**src/rtl/cla_pkg.sv**
```systemverilog
// cla_pkg: shared types and constants for the carry-lookahead subtractor datapath.
package cla_pkg;

    localparam int CLA_SLICE_W = 4;

    typedef enum logic [1:0] {
        IDLE,
        RUN,
        DONE
    } cla_sub_state_t;

endpackage

```
**src/rtl/cla4_slice.sv**
```systemverilog
// cla4_slice: combinational 4-bit carry-lookahead adder in generate/propagate form.
module cla4_slice (
    input  logic [3:0] x,
    input  logic [3:0] y,
    input  logic       ci,
    output logic [3:0] s,
    output logic       co
);

    logic [3:0] g, p;
    logic       c1, c2, c3;

    assign g  = x & y;
    assign p  = x ^ y;
    // Every carry is flattened so no carry ripples through a previous one.
    assign c1 = g[0] | (p[0] & ci);
    assign c2 = g[1] | (p[1] & g[0]) | (p[1] & p[0] & ci);
    assign c3 = g[2] | (p[2] & g[1]) | (p[2] & p[1] & g[0]) | (p[2] & p[1] & p[0] & ci);
    assign co = g[3] | (p[3] & g[2]) | (p[3] & p[2] & g[1]) | (p[3] & p[2] & p[1] & g[0])
              | (p[3] & p[2] & p[1] & p[0] & ci);
    assign s  = p ^ {c3, c2, c1, ci};

endmodule

```
**src/rtl/cla_sub_seq.sv**
```systemverilog
// cla_sub_seq: multi-cycle a - b - borrow_in, one 4-bit CLA slice per clock.
// Define CLA_SUB_OVF_EN to add the signed-overflow output ovf.
module cla_sub_seq
    import cla_pkg::*;
#(
    parameter int WIDTH = 16
) (
    input  logic             clk,
    input  logic             rst,
    input  logic             in_valid,
    output logic             in_ready,
    input  logic [WIDTH-1:0] a,
    input  logic [WIDTH-1:0] b,
    input  logic             borrow_in,
    output logic             out_valid,
    input  logic             out_ready,
    output logic [WIDTH-1:0] diff,
    output logic             borrow_out
`ifdef CLA_SUB_OVF_EN
    ,
    output logic             ovf
`endif
);

    localparam int N  = WIDTH / CLA_SLICE_W;
    localparam int CW = (N > 1) ? $clog2(N) : 1;

    cla_sub_state_t   state_q, state_d;
    logic [CW-1:0]    k_q, k_d;
    logic [WIDTH-1:0] a_q, a_d, nb_q, nb_d, diff_q, diff_d;
    logic             carry_q, carry_d, bout_q, bout_d;
    logic [CW+1:0]    base;
    logic [3:0]       s;
    logic             co, last;
`ifdef CLA_SUB_OVF_EN
    logic             ovf_q, ovf_d;
`endif

    assign base = {k_q, 2'b00};
    assign last = k_q == CW'(N - 1);

    // Subtraction runs as a + ~b + ~borrow_in through the adder slice.
    cla4_slice u_slice (
        .x  (a_q[base +: CLA_SLICE_W]),
        .y  (nb_q[base +: CLA_SLICE_W]),
        .ci (carry_q),
        .s  (s),
        .co (co)
    );

    always_comb begin
        state_d = state_q;
        k_d     = k_q;
        a_d     = a_q;
        nb_d    = nb_q;
        diff_d  = diff_q;
        carry_d = carry_q;
        bout_d  = bout_q;
`ifdef CLA_SUB_OVF_EN
        ovf_d   = ovf_q;
`endif
        case (state_q)
            IDLE: if (in_valid) begin
                state_d = RUN;
                a_d     = a;
                nb_d    = ~b;
                carry_d = ~borrow_in;
                k_d     = '0;
            end
            RUN: begin
                diff_d[base +: CLA_SLICE_W] = s;
                carry_d = co;
                k_d     = last ? k_q : k_q + 1'b1;
                if (last) begin
                    state_d = DONE;
                    bout_d  = ~co;
`ifdef CLA_SUB_OVF_EN
                    ovf_d   = (a_q[WIDTH-1] ^ ~nb_q[WIDTH-1]) & (a_q[WIDTH-1] ^ s[3]);
`endif
                end
            end
            DONE:    state_d = out_ready ? IDLE : DONE;
            default: state_d = IDLE;
        endcase
    end

    always_ff @(posedge clk or posedge rst) begin
        if (rst) begin
            state_q <= IDLE;
            k_q     <= '0;
            a_q     <= '0;
            nb_q    <= '0;
            diff_q  <= '0;
            carry_q <= 1'b0;
            bout_q  <= 1'b0;
`ifdef CLA_SUB_OVF_EN
            ovf_q   <= 1'b0;
`endif
        end else begin
            state_q <= state_d;
            k_q     <= k_d;
            a_q     <= a_d;
            nb_q    <= nb_d;
            diff_q  <= diff_d;
            carry_q <= carry_d;
            bout_q  <= bout_d;
`ifdef CLA_SUB_OVF_EN
            ovf_q   <= ovf_d;
`endif
        end
    end

    assign in_ready   = state_q == IDLE;
    assign out_valid  = state_q == DONE;
    assign diff       = diff_q;
    assign borrow_out = bout_q;
`ifdef CLA_SUB_OVF_EN
    assign ovf        = ovf_q;
`endif

endmodule

```
**config.mk**
```make
export PLATFORM = sky130hd
export DESIGN_NAME = cla_sub_seq
export DESIGN_NICKNAME = d
export VERILOG_FILES = /design/src/rtl/cla_pkg.sv /design/src/rtl/cla4_slice.sv /design/src/rtl/cla_sub_seq.sv
export SDC_FILE = /design/constraint.sdc
export NUM_CORES = 1
export LEC_CHECK = 0
export ABC_AREA = 1
export CAP_MARGIN = 20
export CORE_UTILIZATION = 55
export DETAILED_ROUTE_END_ITERATION = 8
export PLACE_DENSITY = 0.9
export SYNTH_ARGS = -nofsm -noshare
export SYNTH_HDL_FRONTEND = slang
export SYNTH_SLANG_ARGS = --single-unit
```
**constraint.sdc**
```tcl
create_clock -name clk -period 3.9 [get_ports clk]
set_clock_uncertainty 0.05 [all_clocks]
set_input_delay 0.78 -clock clk [delete_from_list [all_inputs] [get_ports clk]]
set_output_delay 0.78 -clock clk [all_outputs]
set_load 0.005 [all_outputs]
```
==> results.yml <==
power_and_ir_drop:
  power_frac_clock: 0.105
  pwr-share-seq: 0.353
  leakagePower_nw: 1.59
  vdd_drop_max_uv: 444
  combPwrFrac: 0.542
  power.density_nw_per_um2: 818
  internal-power_w: 0.00150
  switchingPower_w: 0.00121
  fin_total_pwr_w: 0.00271
  p_sw_frac: 0.446
floorplanning:
  core_um2: 4500
  die_x_um: 71.4
  die_y_um: 71.4
  die-area_um2: 5100
  start_util: 0.588
  ios: 56
  rows: 24
clock_network:
  postCtsHoldBufs: 0
  post_cts_buffers: 0
  tritoncts: "done"
  h-tree-depth: 2
  cts.sinks: 54
  cts_buffer_depth: 2
  clkLatencyLatePin_ps: 300
  cts_buffers: 5
  ctsResizeCount: 0
  cts_root_buf: "clkbuf_8"
  cts.clk_slew.worst_paths_ps: 90
global_route:
  grt_pass1_vias: 2154
  grt_pass1_wl_mm: 9.11
  grt_max_degree: 55
  grt_usage: 0.230
  antenna_found_initial: 0
  grt.overflow.total: 0
timing:
  hold_viol_final: 0
  period_share: 0.655
  fin_setup_tns_ps: 0
  finalMaxSlewViolations: 0
  max-slew-margin-rel: 0.563
  tightest_slew_ps: 654
  rsz0062_at_grt: "false"
  setup_viol: 0
  period_needed_ps: 2550
  fmax_mhz: 392
synth:
  async_flop_share: 1.00
  ys_types: 27
  synth_edf_count: 0
  synth_area_leaders: "dfrtp_1 51%, nand2_1 15%, o21ai_0 7.6%, ha_1 5.2%, nor2_1 3.0%"
  synth.most_common_cell: "nand2_1"
  synth_cells: 306
  ys.flop_type: "dfrtp_1"
  synth_top_cell_by_area: "dfrtp_1"
  netlist_area_um2: 2650
  yosysSeqAreaShare: 0.510
  syn_nets: 355
  post_synth.cell_area_avg_um2: 8.66
  synth_common_cells: "104 x nand2_1, 54 x dfrtp_1, 40 x o21ai_0"
  yosysTopAreaCellShare: 0.510
  yosys_register_bits: 54
  yosys_warnings: 0
cells_and_area:
  fin_util: 0.735
  nets: 409
  fin_cells: 412
  num_antenna_cells: 0
  drive_above_1_share: 0.0722
  synthToLayoutAreaGrowth_pct: 24.9
setup_path:
  cp.arrival_ps: 2750
  worstSetupStartpointType: "flop"
  endpoint_kind: "flop"
  crit_fanout: 12
  critPathMaxStageDelay_ps: 600
  cp_common_cell: "nand2_1"
  path_cells: "clkinv_1, o21ai_0, o22ai_1, ha_1, nand3_1, nand3_1, nand2_1, nand2_1, nand2_1, nor2_1, nand2_1, nand2_1"
  slowest_stage: "dfrtp_1"
  worstPathRequired_ps: 4100
  crit_type: "reg -> reg"
detailed_routing:
  wl_per_cell_um: 13.0
  drt-total-wl_mm: 5.37
  postRouteAntennaNets: 0
  first_pass_iters: 7
  routed_via_density: 5.32
  drt_iter0_markers: 136
  via_count: 2192
  drcViolationCount: 3
outcome:
  violations: "design-rule violations"
  status: "finished with violations"
placed_design:
  dp_hpwl_mm: 3.79
  io_buffers: 55
  gp_congestion: 0.821
  dp_cells: 404
min_path:
  min_path_type: "reg -> reg"
run:
  drv_cap: 0
[worst paths after layout]
path	from	endpoint	slack (ps)	cells past startpoint
setup / recovery	k_q[1]	diff[6]	1350	12
hold / removal	diff[13]	diff[13]	430	2
setup reg to reg	k_q[1]	diff[6]	1350	12
hold reg to reg	diff[13]	diff[13]	430	2
max in group asynchronous	rst	nb_q[1]	2440	3
min in group asynchronous	rst	borrow_out	820	2
[sequential cells by signal (all words and copies together), names as in the netlist]
| register | cells |
|---|---|
| a_q | 16 |
| diff | 16 |
| nb_q | 16 |
| k_q | 2 |
| state_q | 2 |
| borrow_out | 1 |
| carry_q | 1 |
[final cells by class]
type                       instances  area [µm²]
timing repair buffer              57         586
tap                               52        65.1
inverter                          22        85.1
fill                             348        1190
multi-input combinational        220        1150
clock buffer                       7        76.3
sequential                        54        1350
[stage by stage]
step	hold slack [ps]	instance area (µm²)	setup slack, ps
floorplan	394	2650	1760
global placement	410	3210	1490
detailed placement	416	3210	1400
CTS	436	3280	1360
global route	462	3310	1080
finish	435	3310	1350
[critical path, delay by kind of cell (launching register included)]
kind	cells	cell delay (ps)
simple gates	8	700
compound gates	2	360
flops	1	600
buf+inv	1	410
fa+ha+maj	1	370
[power by group through the flow]
stage               Sequential [W]  Combinational (W)  Clock, W
floorplan                 0.000931            0.00104         0
global placement          0.000953            0.00139         0
detailed placement        0.000964            0.00144         0
CTS                       0.000955            0.00146  0.000294
global route              0.000983            0.00166  0.000315
finish                    0.000956            0.00147  0.000285
[cell usage in the layout (no fill, tap or decap), types with 2 or more instances in the layout]
master	synthesis	routed
nor2_1	21	21
o22ai_1	8	8
nand4_1	5	5
inv_2	2	3
clkdlybuf4s50_1	0	55
clkbuf_1	4	2
ha_1	11	11
nand3_1	9	9
o21ai_0	40	40
dfrtp_1	54	54
inv_1	18	17
clkbuf_8	0	5
o21ai_2	7	7
nand2_4	3	3
nand2_1	104	104
o21ai_1	3	3
nor2_4	2	2
[layer usage]
metal  vias to the layer above  wire [µm]  GRT usage
met4                         0         87     0.0889
met5                         -          0          0
met2                        68       2680      0.411
met3                         9        266     0.0520
met1                      1015       2340      0.270
li1                       1100          -          -
[cells by family (layout without fill, tap and decap cells)]
| logic type | count (synthesis) | after routing | share of synthesized area |
|---|---|---|---|
| adders and majority gates | 12 | 12 | 0.0595 |
| buffers and inverters | 32 | 86 | 0.0572 |
| xor gates and xnor gates | 1 | 1 | 0.00331 |
| AOI/OAI and AO/OA | 59 | 59 | 0.126 |
| and+or+nand+nor | 148 | 148 | 0.244 |
| DFF | 54 | 54 | 0.510 |
Note: power is estimated with default switching activity, not from simulation.
